File: src/rtl/fetch_queue.sv
// Instruction-fetch front end: sequential fetch into a synchronous imem, responses buffered
// with their PCs in a small FIFO, presented to decode; a taken branch flushes and refetches.
module fetch_queue #(
  parameter int unsigned DEPTH    = 4,
  parameter logic [31:0] RESET_PC = 32'h0000_0000,
  parameter logic [31:0] NOP      = 32'h6800_0000
) (
  input  logic                     clk,
  input  logic                     reset,
  output logic                     imem_req,
  output logic [31:0]              imem_addr,
  input  logic [31:0]              imem_rdata,
  input  logic                     stall,
  input  logic                     redirect,
  input  logic [31:0]              redirect_pc,
  output logic [31:0]              PCF,
  output logic [31:0]              instructionF,
  output logic                     validF,
  output logic [$clog2(DEPTH):0]   count
);

  localparam int unsigned AW = $clog2(DEPTH);
  localparam int unsigned CW = AW + 1;

  logic [31:0]   fpc;
  logic [31:0]   reqPc;
  logic          inflight;
  logic [AW-1:0] rdPtr;
  logic [AW-1:0] wrPtr;
  logic [CW-1:0] countQ;
  logic [31:0]   pcMem    [DEPTH];
  logic [31:0]   instrMem [DEPTH];

  logic [CW:0]   pending;
  logic [31:0]   targetPc;
  logic          push;
  logic          pop;

  // Occupancy plus the outstanding response reserves a slot so a push can never overflow.
  always_comb begin
    pending   = (CW+1)'(countQ) + (CW+1)'(inflight);
    targetPc  = redirect_pc & ~32'h0000_0003;
    imem_req  = reset && !redirect && (pending < (CW+1)'(DEPTH));
    imem_addr = fpc;
    validF    = (countQ != '0);
    push      = inflight && !redirect;
    pop       = validF && !stall && !redirect;
  end

  always_comb begin
    PCF          = fpc;
    instructionF = NOP;
    if (validF) begin
      PCF          = pcMem[rdPtr];
      instructionF = instrMem[rdPtr];
    end
  end

  assign count = countQ;

  // Fetch PC and the single outstanding request.
  always_ff @(posedge clk or negedge reset) begin
    if (!reset) begin
      fpc      <= RESET_PC;
      reqPc    <= RESET_PC;
      inflight <= 1'b0;
    end else begin
      inflight <= imem_req;
      if (imem_req) reqPc <= fpc;
      if (redirect)      fpc <= targetPc;
      else if (imem_req) fpc <= fpc + 32'd4;
    end
  end

  // Queue pointers and occupancy; redirect clears everything.
  always_ff @(posedge clk or negedge reset) begin
    if (!reset) begin
      rdPtr  <= '0;
      wrPtr  <= '0;
      countQ <= '0;
    end else if (redirect) begin
      rdPtr  <= '0;
      wrPtr  <= '0;
      countQ <= '0;
    end else begin
      if (push) wrPtr <= wrPtr + AW'(1);
      if (pop)  rdPtr <= rdPtr + AW'(1);
      case ({push, pop})
        2'b10:   countQ <= countQ + CW'(1);
        2'b01:   countQ <= countQ - CW'(1);
        default: countQ <= countQ;
      endcase
    end
  end

  always_ff @(posedge clk) begin
    if (push) begin
      pcMem[wrPtr]    <= reqPc;
      instrMem[wrPtr] <= imem_rdata;
    end
  end

endmodule

File: config.mk
export PLATFORM = sky130hd
export DESIGN_NAME = fetch_queue
export DESIGN_NICKNAME = d
export VERILOG_FILES = /design/src/rtl/fetch_queue.sv
export SDC_FILE = /design/constraint.sdc
export NUM_CORES = 1
export LEC_CHECK = 0
export ABC_AREA = 1
export ABC_CLOCK_PERIOD_IN_PS = 6200
export BUFFER_PORTS_ARGS = -buffer_cell sky130_fd_sc_hd__buf_4
export CORE_MARGIN = 3
export CORE_UTILIZATION = 50
export DETAILED_ROUTE_END_ITERATION = 16
export PLACE_DENSITY = 0.82
export SLEW_MARGIN = 15
export SYNTH_ARGS = -nofsm -noshare
export SYNTH_HDL_FRONTEND = slang
export SYNTH_SLANG_ARGS = --single-unit
File: constraint.sdc
create_clock -name clk -period 6.2 [get_ports clk]
set_clock_uncertainty 0.1 [all_clocks]
set_input_delay 0.31 -clock clk [delete_from_list [all_inputs] [get_ports clk]]
set_output_delay 0.31 -clock clk [all_outputs]
set_load 0.01 [all_outputs]
==> results.cfg <==
[outcome]
outcome = completed

[timing]
period_share_pct = 59.0
maxSlewViolCount = 0
slew_headroom_pct = 20.7
setup_viol = 0
tns_ns = 0
finalHoldViolations = 0
tightest_slew_ns = 1.19
fmaxAchievable_mhz = 274
rsz0062_at_grt = no
fin_crit_ns = 3.66

[detailed_routing]
route.detailed.drc = 0
drt_pre_antenna_iters = 5
avgViaCountPerCell = 5.60
drtIter0Drc = 848
wl_per_cell_um = 18.5
ant_nets = 0
vias = 10000
wl_um = 33100

[synth]
synth_cells = 1231
async_flop_share_pct = 21.5
yosys_warnings = 0
yosysMostFrequentCell = nor2_1
synth.area.top_cells = edfxtp_1 (56%), dfrtp_1 (13%), nor2_1 (7.1%)
synthMuxAreaShare_pct = 0
synth_top_area_share_pct = 55.6
synth-seq-cells = 316
synth_fa_ha_area_share_pct = 0.617
synth_edf_count = 248
ys.flop_type = edfxtp_1
synth_top_family_by_area = simple AND/OR/NAND/NOR gates
synth_cell_type_count = 36
synth_compound_area_share_pct = 10.8
ys_seq_area_share_pct = 68.4
synth_commonest_cells = nor2_1 (252), edfxtp_1 (248), o21ai_0 (187)
synth-xor-area-share_pct = 0.393
netlist_area_um2 = 13400
synth_area_per_cell_um2 = 10.9
synth.largest_area_cell = edfxtp_1
synthSimpleGateAreaFrac_pct = 15.3

[pwr]
power_frac_seq_pct = 42.4
combPwrFrac_pct = 27.8
clkPwrFrac_pct = 29.8
p_leak_uw = 0.00631
switching_share_pct = 32.2
vdd_drop_max_uv = 204
p_per_area_nw_per_um2 = 400
power.internal_uw = 4450
switching_power_uw = 2120

[die]
initial_core_util_pct = 51.1
design.die.area_um2 = 28800
fp.dieH_um = 170
core_area_um2 = 26200
rows = 59
die_w_um = 170
num_io_pins = 169

[cts]
cts.reportedPaths.clkPinSlew_ns = 0.06
cts-root-to-sink-buffers = 3
numCtsBuffers = 34
postCtsSetupBuffers = 0
cts_tree = yes
ctsRootBufferMaster = clkbuf_16
clkSinkCount = 316
h-tree-depth = 2
insertion_delay_ns = 0.50

[global_route]
grt_start_max_net_pins = 70
grt_pass1_vias = 9790
grt_first_pass_wirelength_um = 51800
globalRouteTotalUtil_pct = 22.7
gr-total-overflow = 0
antenna_found_initial = 0

[placement]
gp_congestion = 0.862
port_buffers = 162
hpwlAfterDp_um = 19500
place_area_um2 = 14800

[worst_setup_path]
critPathLaunchType = flop
required_ns = 5.79
endpoint_kind = primary output
crit_type = flop to primary output
critPathMaxFanout = 66
worstPathArrival_ns = 3.25

[cells_and_area]
design_area_um2 = 16400
fin_util_pct = 62.6
drive_gt1_share_pct = 16.6
nNetsFinal = 1500
num_antenna_cells = 0
synthToLayoutAreaGrowth_pct = 22.6

[hold_path]
hp-class = input pin to flop

[job]
cap_violations = 0
[worst max-delay path, stage by stage, from the launching register on]
cell,delay (ns)
dfrtp_4,0.72
inv_4,0.59
buf_4,0.57
o21ai_0,0.15
o22ai_1,0.20
nand2_1,0.13
o21ai_0,0.13
buf_4,0.16
[cell type report]
cell class                 instances  area, um^2
clock buffer                      47         973
clock inverter                    13         116
fill                            1956        9800
inverter                          64         243
multi-input combinational        784        3670
sequential                       316        9150
tap                              335         419
timing repair buffer             226        1830
[cell families after synthesis]
group,count (synthesis)
compound gates,273
xor+xnor,6
fa+ha+maj,6
buf+inv,134
flops,316
other cells,1
simple gates,495
[per-layer routing]
| layer | GRT usage, % | wire, um | vias up | part of all wire, % |
|---|---|---|---|---|
| met3 | 3.87 | 2050 | 70 | 6.2 |
| met5 | 0 | 0 | - | 0 |
| met2 | 39.2 | 16600 | 405 | 50 |
| met4 | 7.47 | 790 | 0 | 2.4 |
| met1 | 29.4 | 13600 | 4870 | 41 |
| li1 | - | - | 4658 | - |
[state kept, by name, indices dropped and copies added (netlist names)]
name / flops
imem_addr: 30
wrPtr: 2
inflight: 1
pcMem: 120
instrMem: 128
reqPc: 30
count: 3
rdPtr: 2
[repair_timing]
action	in CTS	in global routing
hold buffers	53	0
gates resized for setup	0	0
hold endpoints to repair	179	0
[layout by cell type, fill, tap and decap left out, types with 2 or more instances in the layout]
| master | count |
|---|---|
| nor2_1 | 248 |
| edfxtp_1 | 248 |
| o21ai_0 | 187 |
| buf_4 | 173 |
| nand2_1 | 164 |
| dfrtp_1 | 66 |
| inv_1 | 60 |
| dlygate4sd3_1 | 53 |
| nand3_1 | 40 |
| clkbuf_16 | 37 |
| a21oi_1 | 33 |
| o22ai_1 | 31 |
| nand4_1 | 12 |
| nor2_4 | 9 |
| nand3b_1 | 9 |
| clkbuf_1 | 9 |
| o21ai_1 | 8 |
| clkinv_1 | 7 |
| o211ai_1 | 6 |
| nor2_2 | 5 |
| ha_1 | 5 |
| nor3_1 | 4 |
| conb_1 | 4 |
| nand2_2 | 3 |
| xor2_1 | 3 |
| xnor2_1 | 3 |
| inv_2 | 2 |
| o311ai_0 | 2 |
| o221ai_1 | 2 |
| clkinv_2 | 2 |
| bufinv_16 | 2 |
| clkinvlp_4 | 2 |
[worst paths after layout]
| check | startpoint | end | slack (ns) | cells after the start |
|---|---|---|---|---|
| worst max-delay path | rdPtr[0]$_DFFE_PN0P_ | PCF[31] | 2.54 | 7 |
| max in group asynchronous | reset | imem_addr[17]$_DFFE_PN0P_ | 4.86 | 3 |
| min in group asynchronous | reset | reqPc[18]$_DFFE_PN0P_ | 0.21 | 2 |
| worst min-delay path | redirect_pc[24] | imem_addr[24]$_DFFE_PN0P_ | 0.02 | 5 |
| worst min register to register | reqPc[6]$_DFFE_PN0P_ | pcMem[3][6]$_DFFE_PP_ | 0.41 | 0 |
| worst max register to register | count[0]$_DFFE_PN0P_ | imem_addr[7]$_DFFE_PN0P_ | 3.25 | 6 |
[power by group through the flow]
stage	Clock, uW	Sequential (uW)	Combinational [uW]
2_1_floorplan	0	2750	1010
3_3_place_gp	0	2800	1750
3_5_place_dp	0	2820	1790
4_1_cts	1990	2780	1830
5_1_grt	2080	2810	2010
6_report	1960	2790	1830
[through the flow]
stage	cells	setup WS [ns]	total power [uW]	hold WS, ns
6_report	1785	2.54	6570	0.0210
3_3_place_gp	1672	3.04	4550	0.203
3_5_place_dp	1672	3.03	4610	0.205
2_1_floorplan	1234	2.30	3760	-0.0856
4_1_cts	1785	2.59	6600	0.00409
5_1_grt	1785	2.35	6900	0.0371
No activity file was read; power rests on OpenSTA's default activity.
